**src/rtl/lsu_pkg.sv**
```systemverilog
// lsu_pkg: shared definitions for the load/store unit.
//   - size encodings for the request size field
//   - FSM state encoding
//   - word_index(): byte address -> DataMemory word index
package lsu_pkg;

    localparam int LSU_ADDR_W = 32;
    localparam int LSU_DATA_W = 32;

    localparam logic [1:0] SZ_BYTE = 2'b00;
    localparam logic [1:0] SZ_HALF = 2'b01;
    localparam logic [1:0] SZ_WORD = 2'b10;

    typedef enum logic [1:0] {
        ST_IDLE  = 2'd0,
        ST_READ  = 2'd1,
        ST_WRITE = 2'd2,
        ST_RESP  = 2'd3
    } lsu_state_t;

    // DataMemory is word addressed: drop the byte offset.
    function automatic logic [LSU_ADDR_W-1:0] word_index(input logic [LSU_ADDR_W-1:0] addr);
        return {2'b00, addr[LSU_ADDR_W-1:2]};
    endfunction

endpackage

```
**src/rtl/lsu_align.sv**
```systemverilog
// lsu_align: combinational lane steering for the load/store unit.
// Ports:
//   size       in  2   request size (byte/half/word/illegal)
//   uns        in  1   1 = zero-extend loads, 0 = sign-extend
//   addr_lo    in  2   byte offset within the word
//   old_word   in  32  word read from memory
//   wdata      in  32  right-aligned store data
//   load_data  out 32  extracted and extended load value
//   store_word out 32  old_word with the addressed lane(s) replaced
//   misaligned out 1   misaligned access or illegal size
module lsu_align
    import lsu_pkg::*;
(
    input  logic [1:0]  size,
    input  logic        uns,
    input  logic [1:0]  addr_lo,
    input  logic [31:0] old_word,
    input  logic [31:0] wdata,
    output logic [31:0] load_data,
    output logic [31:0] store_word,
    output logic        misaligned
);

    logic [7:0]  byte_val;
    logic [15:0] half_val;

    always_comb begin
        byte_val = old_word[{addr_lo, 3'b000} +: 8];
        half_val = old_word[{addr_lo[1], 4'b0000} +: 16];
    end

    always_comb begin
        load_data = old_word;
        case (size)
            SZ_BYTE: load_data = uns ? {24'h000000, byte_val} : {{24{byte_val[7]}}, byte_val};
            SZ_HALF: load_data = uns ? {16'h0000, half_val} : {{16{half_val[15]}}, half_val};
            default: load_data = old_word;
        endcase
    end

    // Illegal size is folded into the same error flag as misalignment.
    always_comb begin
        misaligned = 1'b0;
        case (size)
            SZ_BYTE: misaligned = 1'b0;
            SZ_HALF: misaligned = addr_lo[0];
            SZ_WORD: misaligned = (addr_lo != 2'b00);
            default: misaligned = 1'b1;
        endcase
    end

    // Little-endian byte lanes: each lane picks either the new store byte
    // or keeps the byte already in memory.
    genvar gi;
    generate
        for (gi = 0; gi < 4; gi++) begin : g_lane
            localparam logic [1:0] LANE = 2'(gi);
            logic       lane_en;
            logic [7:0] lane_src;

            always_comb begin
                lane_en  = 1'b0;
                lane_src = wdata[8*gi +: 8];
                case (size)
                    SZ_BYTE: begin
                        lane_en  = (addr_lo == LANE);
                        lane_src = wdata[7:0];
                    end
                    SZ_HALF: begin
                        lane_en  = (addr_lo[1] == LANE[1]);
                        lane_src = wdata[8*(gi%2) +: 8];
                    end
                    SZ_WORD: lane_en = 1'b1;
                    default: lane_en = 1'b0;
                endcase
            end

            assign store_word[8*gi +: 8] = lane_en ? lane_src : old_word[8*gi +: 8];
        end
    endgenerate

endmodule

```
**src/rtl/load_store_unit.sv**
```systemverilog
// load_store_unit: byte-addressed load/store front end for a word-wide
// DataMemory with combinational read.
// Ports:
//   clk, rst_n                      clock, asynchronous active-low reset
//   req_valid/req_ready             request handshake (accept on both high)
//   req_we, req_size, req_unsigned  store flag, size, load extension mode
//   req_addr, req_wdata             byte address, right-aligned store data
//   rsp_valid                       one-cycle completion pulse
//   rsp_rdata, rsp_err              load data / error flag, valid with rsp_valid
//   mem_we, mem_a, mem_wd, mem_rd   DataMemory port (word-indexed)
module load_store_unit
    import lsu_pkg::*;
#(
    parameter int ADDR_W = 32,
    parameter int DATA_W = 32
) (
    input  logic              clk,
    input  logic              rst_n,
    input  logic              req_valid,
    output logic              req_ready,
    input  logic              req_we,
    input  logic [1:0]        req_size,
    input  logic              req_unsigned,
    input  logic [ADDR_W-1:0] req_addr,
    input  logic [DATA_W-1:0] req_wdata,
    output logic              rsp_valid,
    output logic [DATA_W-1:0] rsp_rdata,
    output logic              rsp_err,
    output logic              mem_we,
    output logic [ADDR_W-1:0] mem_a,
    output logic [DATA_W-1:0] mem_wd,
    input  logic [DATA_W-1:0] mem_rd
);

    lsu_state_t        state_reg, state_next;
    logic              we_reg;
    logic [1:0]        size_reg;
    logic              uns_reg;
    logic [ADDR_W-1:0] addr_reg;
    logic [DATA_W-1:0] wdata_reg;
    logic [DATA_W-1:0] old_word_reg;
    logic [DATA_W-1:0] rsp_rdata_reg;
    logic              rsp_err_reg;
    logic [ADDR_W-1:0] mem_a_hold_reg;
    logic [DATA_W-1:0] mem_wd_hold_reg;

    logic              accept;
    logic [1:0]        al_size;
    logic [1:0]        al_addr_lo;
    logic [DATA_W-1:0] al_word;
    logic [DATA_W-1:0] load_data;
    logic [DATA_W-1:0] store_word;
    logic              misaligned;

    // Ready is gated by rst_n so it reads 0 while reset is held.
    assign req_ready = (state_reg == ST_IDLE) && rst_n;
    assign accept    = req_valid && req_ready;
    assign rsp_valid = (state_reg == ST_RESP);
    assign rsp_rdata = rsp_rdata_reg;
    assign rsp_err   = rsp_err_reg;
    assign mem_we    = (state_reg == ST_WRITE);

    // In IDLE the aligner checks the live request so the error decision
    // is made on the accept edge; afterwards it sees the captured copy.
    // In READ the load is extracted straight from mem_rd so the response
    // can be registered on the READ->RESP edge.
    always_comb begin
        al_size    = size_reg;
        al_addr_lo = addr_reg[1:0];
        al_word    = old_word_reg;
        if (state_reg == ST_IDLE) begin
            al_size    = req_size;
            al_addr_lo = req_addr[1:0];
        end
        if (state_reg == ST_READ) begin
            al_word = mem_rd;
        end
    end

    lsu_align u_align (
        .size       (al_size),
        .uns        (uns_reg),
        .addr_lo    (al_addr_lo),
        .old_word   (al_word),
        .wdata      (wdata_reg),
        .load_data  (load_data),
        .store_word (store_word),
        .misaligned (misaligned)
    );

    // Memory address/data only change while the FSM owns the port; otherwise
    // they hold the last driven value.
    always_comb begin
        mem_a  = mem_a_hold_reg;
        mem_wd = mem_wd_hold_reg;
        if (state_reg == ST_READ || state_reg == ST_WRITE) begin
            mem_a = word_index(addr_reg);
        end
        if (state_reg == ST_WRITE) begin
            mem_wd = store_word;
        end
    end

    always_comb begin
        state_next = state_reg;
        case (state_reg)
            ST_IDLE: begin
                if (accept) begin
                    if (misaligned)             state_next = ST_RESP;
                    else if (!req_we)           state_next = ST_READ;
                    else if (req_size == SZ_WORD) state_next = ST_WRITE;
                    else                        state_next = ST_READ;
                end
            end
            ST_READ:  state_next = we_reg ? ST_WRITE : ST_RESP;
            ST_WRITE: state_next = ST_RESP;
            ST_RESP:  state_next = ST_IDLE;
            default:  state_next = ST_IDLE;
        endcase
    end

    always_ff @(posedge clk or negedge rst_n) begin
        if (!rst_n) begin
            state_reg       <= ST_IDLE;
            we_reg          <= 1'b0;
            size_reg        <= SZ_BYTE;
            uns_reg         <= 1'b0;
            addr_reg        <= '0;
            wdata_reg       <= '0;
            old_word_reg    <= '0;
            rsp_rdata_reg   <= '0;
            rsp_err_reg     <= 1'b0;
            mem_a_hold_reg  <= '0;
            mem_wd_hold_reg <= '0;
        end else begin
            state_reg       <= state_next;
            mem_a_hold_reg  <= mem_a;
            mem_wd_hold_reg <= mem_wd;
            if (accept) begin
                we_reg    <= req_we;
                size_reg  <= req_size;
                uns_reg   <= req_unsigned;
                addr_reg  <= req_addr;
                wdata_reg <= req_wdata;
                if (misaligned) begin
                    rsp_rdata_reg <= '0;
                    rsp_err_reg   <= 1'b1;
                end
            end
            if (state_reg == ST_READ) begin
                old_word_reg <= mem_rd;
                if (!we_reg) begin
                    rsp_rdata_reg <= load_data;
                    rsp_err_reg   <= 1'b0;
                end
            end
            if (state_reg == ST_WRITE) begin
                rsp_rdata_reg <= '0;
                rsp_err_reg   <= 1'b0;
            end
        end
    end

endmodule

```
**config.mk**
```make
export PLATFORM = sky130hd
export DESIGN_NAME = load_store_unit
export DESIGN_NICKNAME = d
export VERILOG_FILES = /design/src/rtl/lsu_pkg.sv /design/src/rtl/lsu_align.sv /design/src/rtl/load_store_unit.sv
export SDC_FILE = /design/constraint.sdc
export NUM_CORES = 1
export LEC_CHECK = 0
export ABC_AREA = 0
export BUFFER_PORTS_ARGS = -buffer_cell sky130_fd_sc_hd__clkbuf_2
export CORE_ASPECT_RATIO = 1.1
export CORE_MARGIN = 5
export CORE_UTILIZATION = 45
export DETAILED_ROUTE_END_ITERATION = 8
export MAX_ROUTING_LAYER = met4
export PLACE_DENSITY = 0.71
export SLEW_MARGIN = 25
export SYNTH_ARGS = -nofsm -noshare
export SYNTH_HDL_FRONTEND = slang
export SYNTH_HIERARCHICAL = 1
export SYNTH_SLANG_ARGS = --single-unit
```
**constraint.sdc**
```tcl
create_clock -name clk -period 5.07 [get_ports clk]
set_input_delay 0.2535 -clock clk [delete_from_list [all_inputs] [get_ports clk]]
set_output_delay 0.2535 -clock clk [all_outputs]
set_load 0.01 [all_outputs]
```
== Yosys cells after proc, flatten, opt, wreduce, memory -nomap -nowiden ==
Index checks and enable logic that the tools add are counted.
W data, S select, Z words.
Operators by class
  muxes and demuxes: 36
  shifts and indexed selects: 2
  eq/ne operators: 10
  reduce and logical (&&, ||, !) cells: 8
  bitwise logic cells: 1
Operator list (count)
  $mux W32: 10
  $pmux W32 S2: 1
  $mux W8: 6
  $shiftx A32 B6 Y16: 1
  $shiftx A32 B6 Y8: 1
  $pmux W8 S2: 1
  $pmux W1 S3: 5
  $eq A2 B2 Y1 const B: 6
  $mux W2: 6
  $pmux W2 S4: 1
  $eq A2 B1 Y1 const B: 3
  $logic_not A2 Y1: 3
  $mux W1: 6
  $logic_and A1 B1 Y1: 2
  $ne A2 B2 Y1 const B: 1
  $reduce_bool A2 Y1: 1
  $reduce_or A2 Y1: 1
  $logic_or A1 B1 Y1: 1
  $not A1 Y1: 1
Storage, ports and cells
  word-level logic and storage cells: 68
  register bits: 199
  input bits: 103
  output and inout bits: 100

== Logic depth before layout (Yosys ltp) ==
  depth in word-level cells: 9
  depth in mapped cells: 12
  gate-level depth less buffers: 8

== Hierarchy ==
The synthesis kept the hierarchy.
By module, submodules not included
  load_store_unit: times used 1, sequential area each 4979.8 um2, area an instance 7557.2 um2, cells an instance 451
  lsu_align: times used 1, sequential area each 0.0 um2, area an instance 1355.0 um2, cells an instance 195

== Least setup slack after synthesis ==
OpenSTA, ideal clock, no wires.
  path type: reg2reg
  from: register state_reg[1]
  to: register rsp_rdata_reg[16] (netlist: rsp_rdata[16])
  library setup time: 0.121 ns
  data arrival time: 2.706 ns
  period minus slack after synthesis: 2.827 ns
  stages on the path, launching flop included: 13
  required time: 4.949 ns
  slack: 2.243 ns
  path buffers: 4
  path through: dfrtp_1 > inv_1 > ha_1 > buf_2 > buf_2 > mux2_2 > mux4_2 > and3b_1 > buf_6 > a31oi_4 > buf_6 > nand2_1 > a22o_1
On the way
  elaborated cells between the ends (all ways): 23
  those cells by class: eq/ne (4); shift (2); mux (12); reduce/logical (5)
RTL lines
  from (decl): line load_store_unit.sv:35  | lsu_state_t state_reg, state_next;
  from (signal assigned): line load_store_unit.sv:136  | state_reg <= state_next;
  $eq A2 B1 Y1 (*): line load_store_unit.sv:75  | if (state_reg == ST_READ) begin
  $mux W32 (*)
  named net al_word[15]: line load_store_unit.sv:50  | logic [DATA_W-1:0] al_word;
  $shiftx A32 B6 Y16 / $shiftx A32 B6 Y8 (equally long branches): line lsu_align.sv:29, lsu_align.sv:28
  $mux W32 (on tied branches): line lsu_align.sv:36, lsu_align.sv:35
  $pmux W32 S2 (*): line lsu_align.sv:34  | case (size)
  named net load_data[16]: line load_store_unit.sv:51  | logic [DATA_W-1:0] load_data;
  $mux W32 (*): line load_store_unit.sv:152  | if (!we_reg) begin
  $mux W32 (*): line load_store_unit.sv:150  | if (state_reg == ST_READ) begin
  $mux W32 (*): line load_store_unit.sv:157  | if (state_reg == ST_WRITE) begin
  to (signal assigned): line load_store_unit.sv:153  | rsp_rdata_reg <= load_data;
  to (decl): line load_store_unit.sv:42  | logic [DATA_W-1:0] rsp_rdata_reg;
The timed path passes the listed nets; every way through them passes the cells marked *.
A chain may end at the register's enable or synchronous reset.

== Worst setup path in the final report ==
  from: register state_reg[0]
  to: output port mem_wd[7]
On the way
  word-level cells in the longest chain between the ends: 6
  elaborated cells between the ends (all ways): 14
  those cells by class: eq/ne (4); mux (6); bitwise (1); reduce/logical (3)
RTL lines
  $logic_not A2 Y1 (*): line load_store_unit.sv:71  | if (state_reg == ST_IDLE) begin
  $mux W2 (*): line load_store_unit.sv:71
  named net al_size[0]: line load_store_unit.sv:48  | logic [1:0] al_size;
  $eq A2 B2 Y1 (tied with other cells): line lsu_align.sv:64  | case (size)
  $pmux W1 S3 (*): line lsu_align.sv:64
  $mux W8 (*): line lsu_align.sv:78  | assign store_word[8*gi +: 8] = lane_en ? lane_src : old_word[8*gi +: 8];
  named net store_word[7]: line load_store_unit.sv:52  | logic [DATA_W-1:0] store_word;
  $mux W32 (*): line load_store_unit.sv:99  | if (state_reg == ST_WRITE) begin
  to (decl): line load_store_unit.sv:31  | output logic [DATA_W-1:0] mem_wd,
Marked as above.

==> metrics.csv <==
metric,value,unit
outcome,completed,
hold_violations,0,
synth_area,0.00891,mm^2
fill_cells,1674,
htreeDepth,4,
clkTransAtPathRegs,80,ps
die_h,158,um
max_slew_margin,0.296,
maxCapViolCount,0,
core-area,0.0197,mm^2
dp_cells,1066,
grt_max_degree,72,
hold_class,primary input to flip-flop,
drt_iter0_drc,351,
drtPass1Iterations,5,
syn_area_per_cell,13.8,um^2
worstSetupPathType,flip-flop to output pin,
synth_fp_nets,754,
clock_sinks,199,
yosys_warnings,6,
cp-end-kind,output pin,
yosysMostFrequentCell,dfrtp_1,
fin_crit_sh,0.822,
wire_per_inst,20.2,um
max_clock_freq,0.240,GHz
synth_edf_count,0,
skew,11.0,ps
drt-total-wl,22200,um
rows,54,
cp-start-kind,flip-flop,
setup_viol,0,
synth_seq_cells,199,
die_area,0.0227,mm^2
grt_use_total,0.204,
stdcell_count,1101,
worst_ep_arrival_time,3920,ps
synth_top_cells_by_area,"dfrtp_1 56%, mux2_2 22%, a22o_1 3.9%, mux2_4 3.4%, nand2_1 1.9%",
grt_pass1_wl,34200,um
powerDensity,822,mW/mm^2
area_delta_synth_final,19.9,%
ir_worst_vdd,0.000351,V
async_flop_share,1.00,
drive_gt1_frac,0.550,
cts_tree,built,
ys.flop_type,dfrtp_1,
grt-ovfl-total,0,
yosysUniqueCellTypes,39,
period_minus_slack,4170,ps
initial_core_util,0.453,
vias,5871,
dieWidth,144,um
yosysTopAreaCell,dfrtp_1,
ys_top_cells_by_count,"199 x dfrtp_1, 171 x mux2_2, 46 x nand2_1, 40 x a22o_1, 21 x nor2_1",
p_leak,5.17,nW
grt_pass1_vias,6024,
drc_errors,0,
nNetsFinal,942,
numPortBuffers,202,
drv_slew,0,
worst_slew_pin_slew,1060,ps
numCtsBuffers,17,
worstPathRequired,4820,ps
clk_latency,430,ps
rsz0062_at_grt,false,
post-cts-setup-buffers,0,
ant_nets,0,
gp_congestion,0.855,
synth_top_area_frac,0.559,
dp_hpwl,16200,um
cts_buffer_depth,2,
vias_per_cell,5.33,
finalSetupTns,0,ps
pin_count,203,
antenna_found_initial,2,
crit_path_max_fanout,29,
netlist_instances,646,
ys_seq_area_frac,0.559,
root_buffer,clkbuf_16,
logic make-up (layout without fill, tap and decap cells):
logic type	after synthesis	in the layout	synth area share
DFF	199	199	0.559
AOI/OAI and AO/OA	92	92	0.0826
and+or+nand+nor	95	95	0.0496
buffers and inverters	46	247	0.0307
adders and majority gates	5	5	0.00702
other	0	2	0
muxes	209	209	0.271
area by class of cell:
cell class / instances / area, um^2 / area share
Antenna cell: 2 / 5.00 / 0.000468
Clock buffer: 17 / 425 / 0.0398
Clock inverter: 15 / 153 / 0.0143
Inverter: 3 / 11.3 / 0.00105
Multi-Input combinational cell: 401 / 3690 / 0.346
Sequential cell: 199 / 4980 / 0.466
Tap cell: 252 / 315 / 0.0295
Timing Repair Buffer: 212 / 1100 / 0.103
where the power goes:
group,internal (mW),switching (mW)
logic,2.26,2.49
clock network,0.662,0.665
registers,2.35,0.350
total,5.27,3.51
stage by stage:
step / hold slack (ps) / area [um^2] / util / setup WS (ps) / power, mW
2_1_floorplan: -42.1 / 8910 / - / 2240 / 6.05
3_3_place_gp: 273 / 10100 / 0.512 / 1480 / 7.39
3_5_place_dp: 276 / 10100 / 0.513 / 1390 / 7.50
4_1_cts: 22.9 / 10700 / 0.543 / 909 / 8.84
5_1_grt: 21.6 / 10700 / 0.543 / 665 / 9.40
6_report: 48.8 / 10700 / 0.543 / 900 / 8.78
path summary, 6_finish.rpt:
path / depth (start not counted) / start / endpoint / slack, ps
max in group asynchronous: 3 / rst_n / mem_wd_hold_reg[18]$_DFF_PN0_ / 3390
worst min-delay path: 2 / req_addr[2] / addr_reg[2]$_DFFE_PN0N_ / 50
worst max-delay path: 9 / state_reg[0]$_DFFE_PN0P_ / mem_wd[7] / 900
worst min register to register: 1 / rsp_rdata[13]$_DFF_PN0_ / rsp_rdata[13]$_DFF_PN0_ / 500
min in group asynchronous: 2 / rst_n / old_word_reg[10]$_DFF_PN0_ / 380
worst max register to register: 8 / state_reg[0]$_DFFE_PN0P_ / mem_wd_hold_reg[7]$_DFF_PN0_ / 1600
layer usage:
metal / routed length (um) / track usage / part of all wire / vias to the layer above
li1: - / - / - / 2717
met4: 483 / 0.0635 / 0.022 / 0
met5: 0 / - / 0 / -
met1: 9590 / 0.265 / 0.43 / 2911
met3: 1820 / 0.0650 / 0.082 / 26
met2: 10300 / 0.308 / 0.46 / 217
cell usage in the layout, fill, tap and decap left out, types with 2 or more instances in the layout:
cell       instances
mux2_4            20
clkinv_4           3
a221o_2            8
a22o_1            40
inv_8              6
nor3_1             6
o221a_2            7
a21oi_1           20
mux2i_1           16
nor2b_1            2
o21ai_0            9
nor2_1            21
inv_6              4
diode_2            2
buf_4              8
nand2b_1           3
clkbuf_16         17
nand2_1           46
clkbuf_2         201
inv_1              3
mux2_2           171
and3b_1            2
dfrtp_1          199
ha_1               4
or2_2              7
worst max-delay path: stages (launching register included):
cell and delay, ps:
dfrtp_1 420, inv_1 120, ha_1 320, mux2_2 640
nand2b_1 290, a21oi_1 420, nand2b_1 460, mux2_2 390
mux2_2 290, clkbuf_2 130
repair_timing:
item,CTS,global route
hold endpoints to repair,57,0
hold buffers,1,0
gates resized for setup,0,0
(Power assumes the default switching activity.)
